==> config.mk <==
export PLATFORM = sky130hd
export DESIGN_NAME = wb_pad_ctrl
export DESIGN_NICKNAME = d
export VERILOG_FILES = /design/src/rtl/wb_pad_ctrl_pkg.sv /design/src/rtl/wb_pad_ctrl_edge_sync.sv /design/src/rtl/wb_pad_ctrl.sv
export SDC_FILE = /design/constraint.sdc
export NUM_CORES = 1
export LEC_CHECK = 0
export BUFFER_PORTS_ARGS = -buffer_cell sky130_fd_sc_hd__buf_2
export CAP_MARGIN = 20
export CORE_MARGIN = 10
export CORE_UTILIZATION = 46
export CTS_BUF_LIST = sky130_fd_sc_hd__clkbuf_16
export CTS_CLUSTER_DIAMETER = 30
export DETAILED_ROUTE_END_ITERATION = 12
export PLACE_DENSITY = 0.85
export SYNTH_ARGS = -nofsm -noshare
export SYNTH_HDL_FRONTEND = slang
export SYNTH_SLANG_ARGS = --single-unit
==> constraint.sdc <==
create_clock -name wb_clk_i -period 2.7 [get_ports wb_clk_i]
set_clock_uncertainty 0.15 [all_clocks]
set_input_delay 0.405 -clock wb_clk_i [delete_from_list [all_inputs] [get_ports wb_clk_i]]
set_output_delay 0.405 -clock wb_clk_i [all_outputs]
set_load 0.01 [all_outputs]
==> src/rtl/wb_pad_ctrl_pkg.sv <==
// -----------------------------------------------------------------------------
// wb_pad_ctrl_pkg
// Shared constants for the Wishbone pad controller: register offsets inside the
// 256-byte window, the output-enable reset pattern, the ERR bit index, and a
// helper that expands Wishbone byte selects into a 32-bit lane mask.
// -----------------------------------------------------------------------------
package wb_pad_ctrl_pkg;

    // Register offsets (byte address bits [7:0] within the window)
    localparam logic [7:0] OFF_DOUT    = 8'h00;
    localparam logic [7:0] OFF_OEB     = 8'h04;
    localparam logic [7:0] OFF_DIN     = 8'h08;
    localparam logic [7:0] OFF_RISE_EN = 8'h0C;
    localparam logic [7:0] OFF_FALL_EN = 8'h10;
    localparam logic [7:0] OFF_STATUS  = 8'h14;
    localparam logic [7:0] OFF_MASK    = 8'h18;
    localparam logic [7:0] OFF_ERR     = 8'h1C;

    // Every pad comes out of reset as an input (output enable is active-low)
    localparam logic [31:0] OEB_RST = 32'hFFFF_FFFF;

    // ERR register: bit set when an unmapped offset inside the window is accessed
    localparam int ERR_UNMAPPED = 0;

    // Expand the four Wishbone byte selects into a per-bit write mask
    function automatic logic [31:0] lane_mask(input logic [3:0] sel);
        return {{8{sel[3]}}, {8{sel[2]}}, {8{sel[1]}}, {8{sel[0]}}};
    endfunction

endpackage

==> src/rtl/wb_pad_ctrl_edge_sync.sv <==
// -----------------------------------------------------------------------------
// pad_edge_sync
// Multi-flop input synchroniser followed by a "previous value" flop, producing
// the synchronised pad value and a per-pad edge event (enabled rising or
// falling transition).
//
// Ports:
//   clk      in   1         clock
//   rst_n    in   1         synchronous active-low reset
//   pad_in   in   W         raw, asynchronous pad inputs
//   rise_en  in   W         per-pad rising-edge enable
//   fall_en  in   W         per-pad falling-edge enable
//   din      out  W         synchronised pad value (last synchroniser stage)
//   evt      out  W         enabled edge seen this cycle (combinational)
// -----------------------------------------------------------------------------
module pad_edge_sync #(
    parameter int W        = 16,
    parameter int DIN_SYNC = 2
) (
    input  logic         clk,
    input  logic         rst_n,
    input  logic [W-1:0] pad_in,
    input  logic [W-1:0] rise_en,
    input  logic [W-1:0] fall_en,
    output logic [W-1:0] din,
    output logic [W-1:0] evt
);

    // Stage 0 samples the pad; stage DIN_SYNC-1 is the synchronised value
    logic [DIN_SYNC-1:0][W-1:0] sync_q, sync_d;
    logic [W-1:0]               prev_q, prev_d;

    always_comb begin
        sync_d = {sync_q[DIN_SYNC-2:0], pad_in};
        prev_d = sync_q[DIN_SYNC-1];
    end

    always_ff @(posedge clk) begin
        // NOTE: sequential state uses non-blocking assignments so every flop
        // samples the pre-edge value of its neighbour; blocking here would
        // collapse the synchroniser chain into a single stage.
        if (!rst_n) begin
            // NOTE: the chain and prev flop are reset together (not left as
            // free-running storage) so both sides of the edge comparison are
            // 0 after reset and no spurious edge can be reported.
            sync_q <= '0;
            prev_q <= '0;
        end else begin
            sync_q <= sync_d;
            prev_q <= prev_d;
        end
    end

    assign din = sync_q[DIN_SYNC-1];
    assign evt = (din & ~prev_q & rise_en) | (~din & prev_q & fall_en);

endmodule

==> src/rtl/wb_pad_ctrl.sv <==
// -----------------------------------------------------------------------------
// wb_pad_ctrl
// Wishbone-attached controller for N_PADS user IO pads: output data, output
// enable, synchronised input readback and edge interrupts.
//
// Optional build macro: WB_PAD_CTRL_LA_OVERRIDE_EN
//   When defined, a pad whose la_oenb bit is 0 is driven from the logic
//   analyser (pad_out[i] = la_data_in[i], pad_oeb[i] = la_data_in[32+i]),
//   after the pad-output registers. When undefined, la_data_in/la_oenb are
//   ignored.
//
// Ports:
//   wb_clk_i     in   1       clock
//   wb_rst_ni    in   1       synchronous active-low reset
//   wbs_cyc_i    in   1       Wishbone cycle
//   wbs_stb_i    in   1       Wishbone strobe
//   wbs_we_i     in   1       Wishbone write enable
//   wbs_sel_i    in   4       byte enables
//   wbs_adr_i    in   32      byte address
//   wbs_dat_i    in   32      write data
//   wbs_ack_o    out  1       registered acknowledge
//   wbs_dat_o    out  32      registered read data (0 when not acking)
//   pad_in       in   N_PADS  raw pad inputs
//   pad_out      out  N_PADS  pad output data
//   pad_oeb      out  N_PADS  pad output enable, active-low
//   la_data_in   in   64      logic-analyser data
//   la_oenb      in   64      logic-analyser enables (active-low)
//   la_data_out  out  64      synchronised pad inputs, zero-extended
//   irq          out  3       {0, unmapped-access error, masked edge status}
// -----------------------------------------------------------------------------
module wb_pad_ctrl
    import wb_pad_ctrl_pkg::*;
#(
    parameter int          N_PADS    = 16,
    parameter logic [31:0] BASE_ADDR = 32'h3000_0000,
    parameter int          DIN_SYNC  = 2
) (
    input  logic              wb_clk_i,
    input  logic              wb_rst_ni,
    input  logic              wbs_cyc_i,
    input  logic              wbs_stb_i,
    input  logic              wbs_we_i,
    input  logic [3:0]        wbs_sel_i,
    input  logic [31:0]       wbs_adr_i,
    input  logic [31:0]       wbs_dat_i,
    output logic              wbs_ack_o,
    output logic [31:0]       wbs_dat_o,
    input  logic [N_PADS-1:0] pad_in,
    output logic [N_PADS-1:0] pad_out,
    output logic [N_PADS-1:0] pad_oeb,
    input  logic [63:0]       la_data_in,
    input  logic [63:0]       la_oenb,
    output logic [63:0]       la_data_out,
    output logic [2:0]        irq
);

    localparam logic [N_PADS-1:0] OEB_INIT = OEB_RST[N_PADS-1:0];

    // Register state
    logic [N_PADS-1:0] dout_q, dout_d;
    logic [N_PADS-1:0] oeb_q, oeb_d;
    logic [N_PADS-1:0] rise_en_q, rise_en_d;
    logic [N_PADS-1:0] fall_en_q, fall_en_d;
    logic [N_PADS-1:0] status_q, status_d;
    logic [N_PADS-1:0] mask_q, mask_d;
    logic              err_q, err_d;

    // Bus and interrupt state
    logic              ack_q, ack_d;
    logic [31:0]       dat_q, dat_d;
    logic              irq0_q, irq0_d;

    // Combinational helpers
    logic              bus_sel, xfer, wr, mapped, err_clr;
    logic [31:0]       lane, rdata;
    logic [N_PADS-1:0] wmask, wdata, status_clr;
    logic [N_PADS-1:0] din, evt;

    pad_edge_sync #(
        .W        (N_PADS),
        .DIN_SYNC (DIN_SYNC)
    ) u_edge_sync (
        .clk     (wb_clk_i),
        .rst_n   (wb_rst_ni),
        .pad_in  (pad_in),
        .rise_en (rise_en_q),
        .fall_en (fall_en_q),
        .din     (din),
        .evt     (evt)
    );

    always_comb begin
        // NOTE: every combinational output gets a default before the case so
        // no path leaves a variable unassigned, which would infer a latch.
        dout_d     = dout_q;
        oeb_d      = oeb_q;
        rise_en_d  = rise_en_q;
        fall_en_d  = fall_en_q;
        mask_d     = mask_q;
        status_clr = '0;
        err_clr    = 1'b0;
        mapped     = 1'b1;
        rdata      = '0;
        dat_d      = '0;

        bus_sel = wbs_cyc_i & wbs_stb_i & (wbs_adr_i[31:8] == BASE_ADDR[31:8]);
        // A selected cycle is a new transfer only while ack is low, which
        // forces the ack-high / ack-low pattern between back-to-back accesses.
        xfer    = bus_sel & ~ack_q;
        wr      = xfer & wbs_we_i;
        lane    = lane_mask(wbs_sel_i);
        wmask   = lane[N_PADS-1:0];
        wdata   = wbs_dat_i[N_PADS-1:0];

        // Full 8-bit compare also rejects misaligned addresses
        case (wbs_adr_i[7:0])
            OFF_DOUT: begin
                rdata[N_PADS-1:0] = dout_q;
                if (wr) dout_d = (dout_q & ~wmask) | (wdata & wmask);
            end
            OFF_OEB: begin
                rdata[N_PADS-1:0] = oeb_q;
                if (wr) oeb_d = (oeb_q & ~wmask) | (wdata & wmask);
            end
            OFF_DIN: begin
                rdata[N_PADS-1:0] = din;
            end
            OFF_RISE_EN: begin
                rdata[N_PADS-1:0] = rise_en_q;
                if (wr) rise_en_d = (rise_en_q & ~wmask) | (wdata & wmask);
            end
            OFF_FALL_EN: begin
                rdata[N_PADS-1:0] = fall_en_q;
                if (wr) fall_en_d = (fall_en_q & ~wmask) | (wdata & wmask);
            end
            OFF_STATUS: begin
                rdata[N_PADS-1:0] = status_q;
                if (wr) status_clr = wdata & wmask;
            end
            OFF_MASK: begin
                rdata[N_PADS-1:0] = mask_q;
                if (wr) mask_d = (mask_q & ~wmask) | (wdata & wmask);
            end
            OFF_ERR: begin
                rdata[ERR_UNMAPPED] = err_q;
                if (wr) err_clr = wbs_dat_i[ERR_UNMAPPED] & lane[ERR_UNMAPPED];
            end
            default: mapped = 1'b0;
        endcase

        // Sets are ORed in after the clear so a coincident edge wins
        status_d = (status_q & ~status_clr) | evt;
        err_d    = (err_q & ~err_clr) | (xfer & ~mapped);

        ack_d  = xfer;
        if (xfer && !wbs_we_i) dat_d = rdata;
        irq0_d = |(status_q & mask_q);
    end

    always_ff @(posedge wb_clk_i) begin
        if (!wb_rst_ni) begin
            dout_q    <= '0;
            oeb_q     <= OEB_INIT;
            rise_en_q <= '0;
            fall_en_q <= '0;
            status_q  <= '0;
            mask_q    <= '0;
            err_q     <= 1'b0;
            ack_q     <= 1'b0;
            dat_q     <= '0;
            irq0_q    <= 1'b0;
        end else begin
            dout_q    <= dout_d;
            oeb_q     <= oeb_d;
            rise_en_q <= rise_en_d;
            fall_en_q <= fall_en_d;
            status_q  <= status_d;
            mask_q    <= mask_d;
            err_q     <= err_d;
            ack_q     <= ack_d;
            dat_q     <= dat_d;
            irq0_q    <= irq0_d;
        end
    end

`ifdef WB_PAD_CTRL_LA_OVERRIDE_EN
    // Logic-analyser override sits after the registers; DOUT/OEB keep their values
    always_comb begin
        pad_out = dout_q;
        pad_oeb = oeb_q;
        for (int i = 0; i < N_PADS; i++) begin
            if (!la_oenb[i]) begin
                pad_out[i] = la_data_in[i];
                pad_oeb[i] = la_data_in[32+i];
            end
        end
    end
`else
    assign pad_out = dout_q;
    assign pad_oeb = oeb_q;
`endif

    // Bits intentionally not consumed in every configuration
    logic unused_bits;
    assign unused_bits = ^{la_data_in, la_oenb, wbs_dat_i, lane};

    assign wbs_ack_o   = ack_q;
    assign wbs_dat_o   = dat_q;
    assign la_data_out = {{(64-N_PADS){1'b0}}, din};
    assign irq         = {1'b0, err_q, irq0_q};

endmodule

Yosys cells after proc, flatten, opt, wreduce, memory -nomap -nowiden
Index checks and enable logic that the tools add are counted. W data, S select, Z words.

Register bits: 179. Output and inout bits: 132.

Equality and inequality tests: 8. Multiplexer cells: 7. Reduce and logical (&&, ||, !) cells: 11. Bitwise operators: 34.

Operator list (count): $and A16 B16 Y16 (12); $or A16 B16 Y16 (7); $pmux W15 S7 (1); $not A16 Y16 (4); $eq A8 B5 Y1 const B (4); $mux W16 (2); $eq A24 B22 Y1 const B (1); $eq A8 B4 Y1 const B (2); $reduce_or A16 Y1 (1); $reduce_and A2 Y1 (6); $eq A8 B3 Y1 const B (1); $logic_not A8 Y1 (1); $pmux W1 S8 (1); $reduce_or A8 Y1 (1); $and A1 B1 Y1 (7); $mux W1 (3); $not A1 Y1 (3); $logic_and A1 B1 Y1 (1); $logic_not A1 Y1 (1); $or A1 B1 Y1 (1).

Depth between registers and ports, before layout
Word-level depth: 9. Depth in mapped cells: 7. Mapped depth without buffers: 5.

By module
From an unflattened synthesis, not the netlist that was laid out.

Cells, all modules: 748. Area, all modules: 7065.5 sq um.

By module, submodules not included: wb_pad_ctrl (times used 1, cells each 599, area an instance 5500.3 sq um, seq. area each 2302.2 sq um); pad_edge_sync (times used 1, cells each 149, area an instance 1565.3 sq um, seq. area each 960.9 sq um).

Worst setup path after synthesis
No wires, ideal clock.

Path type: input to register. Start: in wbs_adr_i[10]. End: reg (tool-made name). Buffers on the path: 1. Slack: 0.387 ns. Stages: 6. Arrival time: 2.091 ns. Required time: 2.478 ns. Cell sequence: or4_4 nand2b_4 or4_4 buf_6 nor2_8 mux2i_1.

RTL lines: start: declaration (RTL line wb_pad_ctrl.sv:44) `input logic [31:0] wbs_adr_i,`.

==> impl_metrics.py <==
metrics = {
    "flow_run": {
        "drv_cap": 0,
    },
    "global_route": {
        "grt_pass1_wl_mm": 33.3,
        "grt_max_degree": 66,
        "globalRoute.totalOverflow": 0,
        "grt_usage": 0.195,
        "grt_pass1_vias": 5984,
        "antenna_found_initial": 1,
    },
    "power": {
        "p_int_mw": 3.96,
        "power_density_mw_per_mm2": 593,
        "clkPwrFrac": 0.470,
        "p_seq_frac": 0.481,
        "p_switching_mw": 1.15,
        "p_leak_nw": 3.50,
        "pwr-share-comb": 0.049,
        "switching_share": 0.224,
        "vdd_drop_max_v": 0.000411,
    },
    "worst_setup_path": {
        "end_kind": "flop",
        "worstRegToRegCells": 6,
        "start_kind": "flop",
        "rrSetupSlack_ns": 0.43,
        "crit_path_max_fanout": 8,
        "criticalPathCategory": "reg -> reg",
        "critical_path_required_ns": 2.89,
        "r2r_start": "wbs_ack_o",
        "crit_arrival_ns": 2.46,
    },
    "yosys": {
        "syn_inst": 744,
        "syn-cell-area_mm2": 0.00721,
        "async_flop_share": 0,
        "netlist.area_leader.share": 0.453,
        "synth_cell_types": 38,
        "synth_seq_cells": 163,
        "synth_ff_type": "dfxtp_1",
        "synth-edff-count": 0,
        "synth_top_area_cell": "dfxtp_1",
        "ys_warn_count": 0,
        "syn_avg_cell_area_um2": 9.69,
        "ys_seq_area_frac": 0.453,
        "synthTopCellsByArea": "dfxtp_1 45%, mux2i_1 12%, buf_4 7.1%, nand2_1 6.6%, and2_1 5.1%",
    },
    "timing": {
        "rsz0062_at_grt": "false",
        "setup_tns_ns": 0,
        "hold_violations": 0,
        "relSlewSlack": 0.478,
        "worst_pin_slew_ns": 0.775,
        "timing.final.crit_period_ns": 2.27,
        "final-setup-viol-count": 0,
        "timing.final.crit_share": 0.839,
        "max_freq_mhz": 441,
        "finalWorstSetupSlack_ns": 0.434,
        "finalMaxSlewViolations": 0,
    },
    "placed_design": {
        "gp_congestion": 0.872,
        "pre_cts_ws_ns": 0.103,
        "dp_hpwl_mm": 15.4,
        "port_buffers": 137,
    },
    "routing": {
        "antenna_left": 0,
        "avgRoutedWirePerCell_um": 19.2,
        "dr.first_iter.drc_count": 651,
        "vias": 6138,
        "viasPerCell": 5.50,
        "drt_wl_total_mm": 21.5,
        "drc_errors": 0,
        "firstDrtPassIters": 5,
    },
    "finish": {
        "final_cell_mix": "163 x dfxtp_1, 136 x buf_2, 126 x nand2_1",
        "drive_above_1_share": 0.245,
        "layout_commonest_cell": "dfxtp_1",
        "nNetsFinal": 1109,
        "final_core_util": 0.565,
        "synthToLayoutAreaGrowth_pct": 19.6,
        "nFillCells": 1331,
    },
    "die": {
        "ios": 349,
        "initial_core_util": 0.472,
        "die_y_um": 145,
        "rows": 45,
        "core_mm2": 0.0153,
        "dieArea_mm2": 0.0211,
        "die_w_um": 145,
    },
    "status": {
        "status": "finished, final reports clean",
    },
    "min_path": {
        "hold_end": "u_edge_sync.sync_d[21]",
        "hold_depth": 2,
        "hold_class": "in -> reg",
        "hp-start": "pad_in[5]",
    },
    "clocking": {
        "path_clk_slew_ns": 0.06,
        "cts_resized": 0,
        "cts_buffer_depth": 2,
        "cts_root_buf": "clkbuf_16",
        "postCtsSetupBuffers": 0,
        "tritoncts": "built",
        "clock_latency_ns": 0.43,
        "cts_made_buffers": 17,
        "cts_hold_buf": 0,
        "htreeDepth": 4,
        "clkSinkCount": 163,
    },
}
-- cell usage after synthesis (2+ instances only) --
cell type,count
a21oi_1,6
a221oi_1,3
a222oi_1,11
a22o_1,2
a22oi_1,34
a31oi_1,31
and2_1,59
buf_2,2
buf_4,68
clkbuf_1,30
dfxtp_1,163
mux2i_1,85
nand2_1,126
nand3_1,7
nand3b_1,18
nand4_1,2
nand4_2,3
nor2_1,8
nor2_8,4
nor3_1,3
nor3_2,3
nor3_4,4
nor4_2,2
nor4_4,4
nor4b_1,2
nor4b_2,2
o21a_1,17
o21ai_0,34
or4_4,2
-- how the worst max path moves through the flow --
stage                        startpoint   end  slack (ns)  cells after the start
after floorplan           wbs_adr_i[10]  flop        0.39                      6
after global placement    wbs_adr_i[10]  flop        0.16                      6
after detailed placement  wbs_adr_i[10]  flop        0.10                      6
after CTS                     wbs_ack_o  flop        0.43                      6
after global routing          wbs_ack_o  flop        0.28                      6
final                         wbs_ack_o  flop        0.43                      6
-- area by class of cell --
cell class,instances,area [um2],area share
Antenna cell,1,2.50,0.000290
Multi-Input combinational cell,543,3540,0.410
Clock inverter,15,166,0.0193
Clock buffer,17,425,0.0493
Timing Repair Buffer,167,963,0.112
Sequential cell,163,3260,0.379
Tap cell,211,264,0.0306
-- layer usage --
layer,part of all wire,up-vias,GRT usage
li1,-,2804,-
met1,0.42,2831,0.258
met2,0.43,435,0.285
met3,0.12,66,0.0714
met4,0.029,2,0.0728
met5,0.00056,-,0
-- critical path, stage by stage (launching register included) --
cell	delay, ns
dfxtp_1	0.31
nor4b_2	0.28
nand4_2	0.24
or2_1	0.46
nor3_4	0.23
buf_4	0.26
mux2i_1	0.25
-- cells by family after synthesis --
group / share of synthesized area
other: 0.000520
AOI/OAI and AO/OA: 0.131
buffers and inverters: 0.0899
muxes: 0.118
DFF: 0.453
and+or+nand+nor: 0.207
-- metrics by stage --
step	hold slack (ns)	cell area [um2]	cells	total power, mW
after floorplan	0.262	7450	808	2.71
after global placement	0.263	8030	1084	2.75
after detailed placement	0.268	8030	1084	2.75
after CTS	0.0210	8620	1116	5.13
after global routing	0.0323	8620	1116	5.27
final	0.0334	8620	1117	5.11
-- power groups by stage --
stage	Combinational (mW)	Sequential, mW	Clock (mW)
3_5_place_dp	0.244	2.51	0
2_1_floorplan	0.201	2.50	0
6_report	0.250	2.46	2.40
5_1_grt	0.277	2.46	2.53
4_1_cts	0.245	2.45	2.43
3_3_place_gp	0.240	2.51	0
No activity file was read; power rests on OpenSTA's default activity.
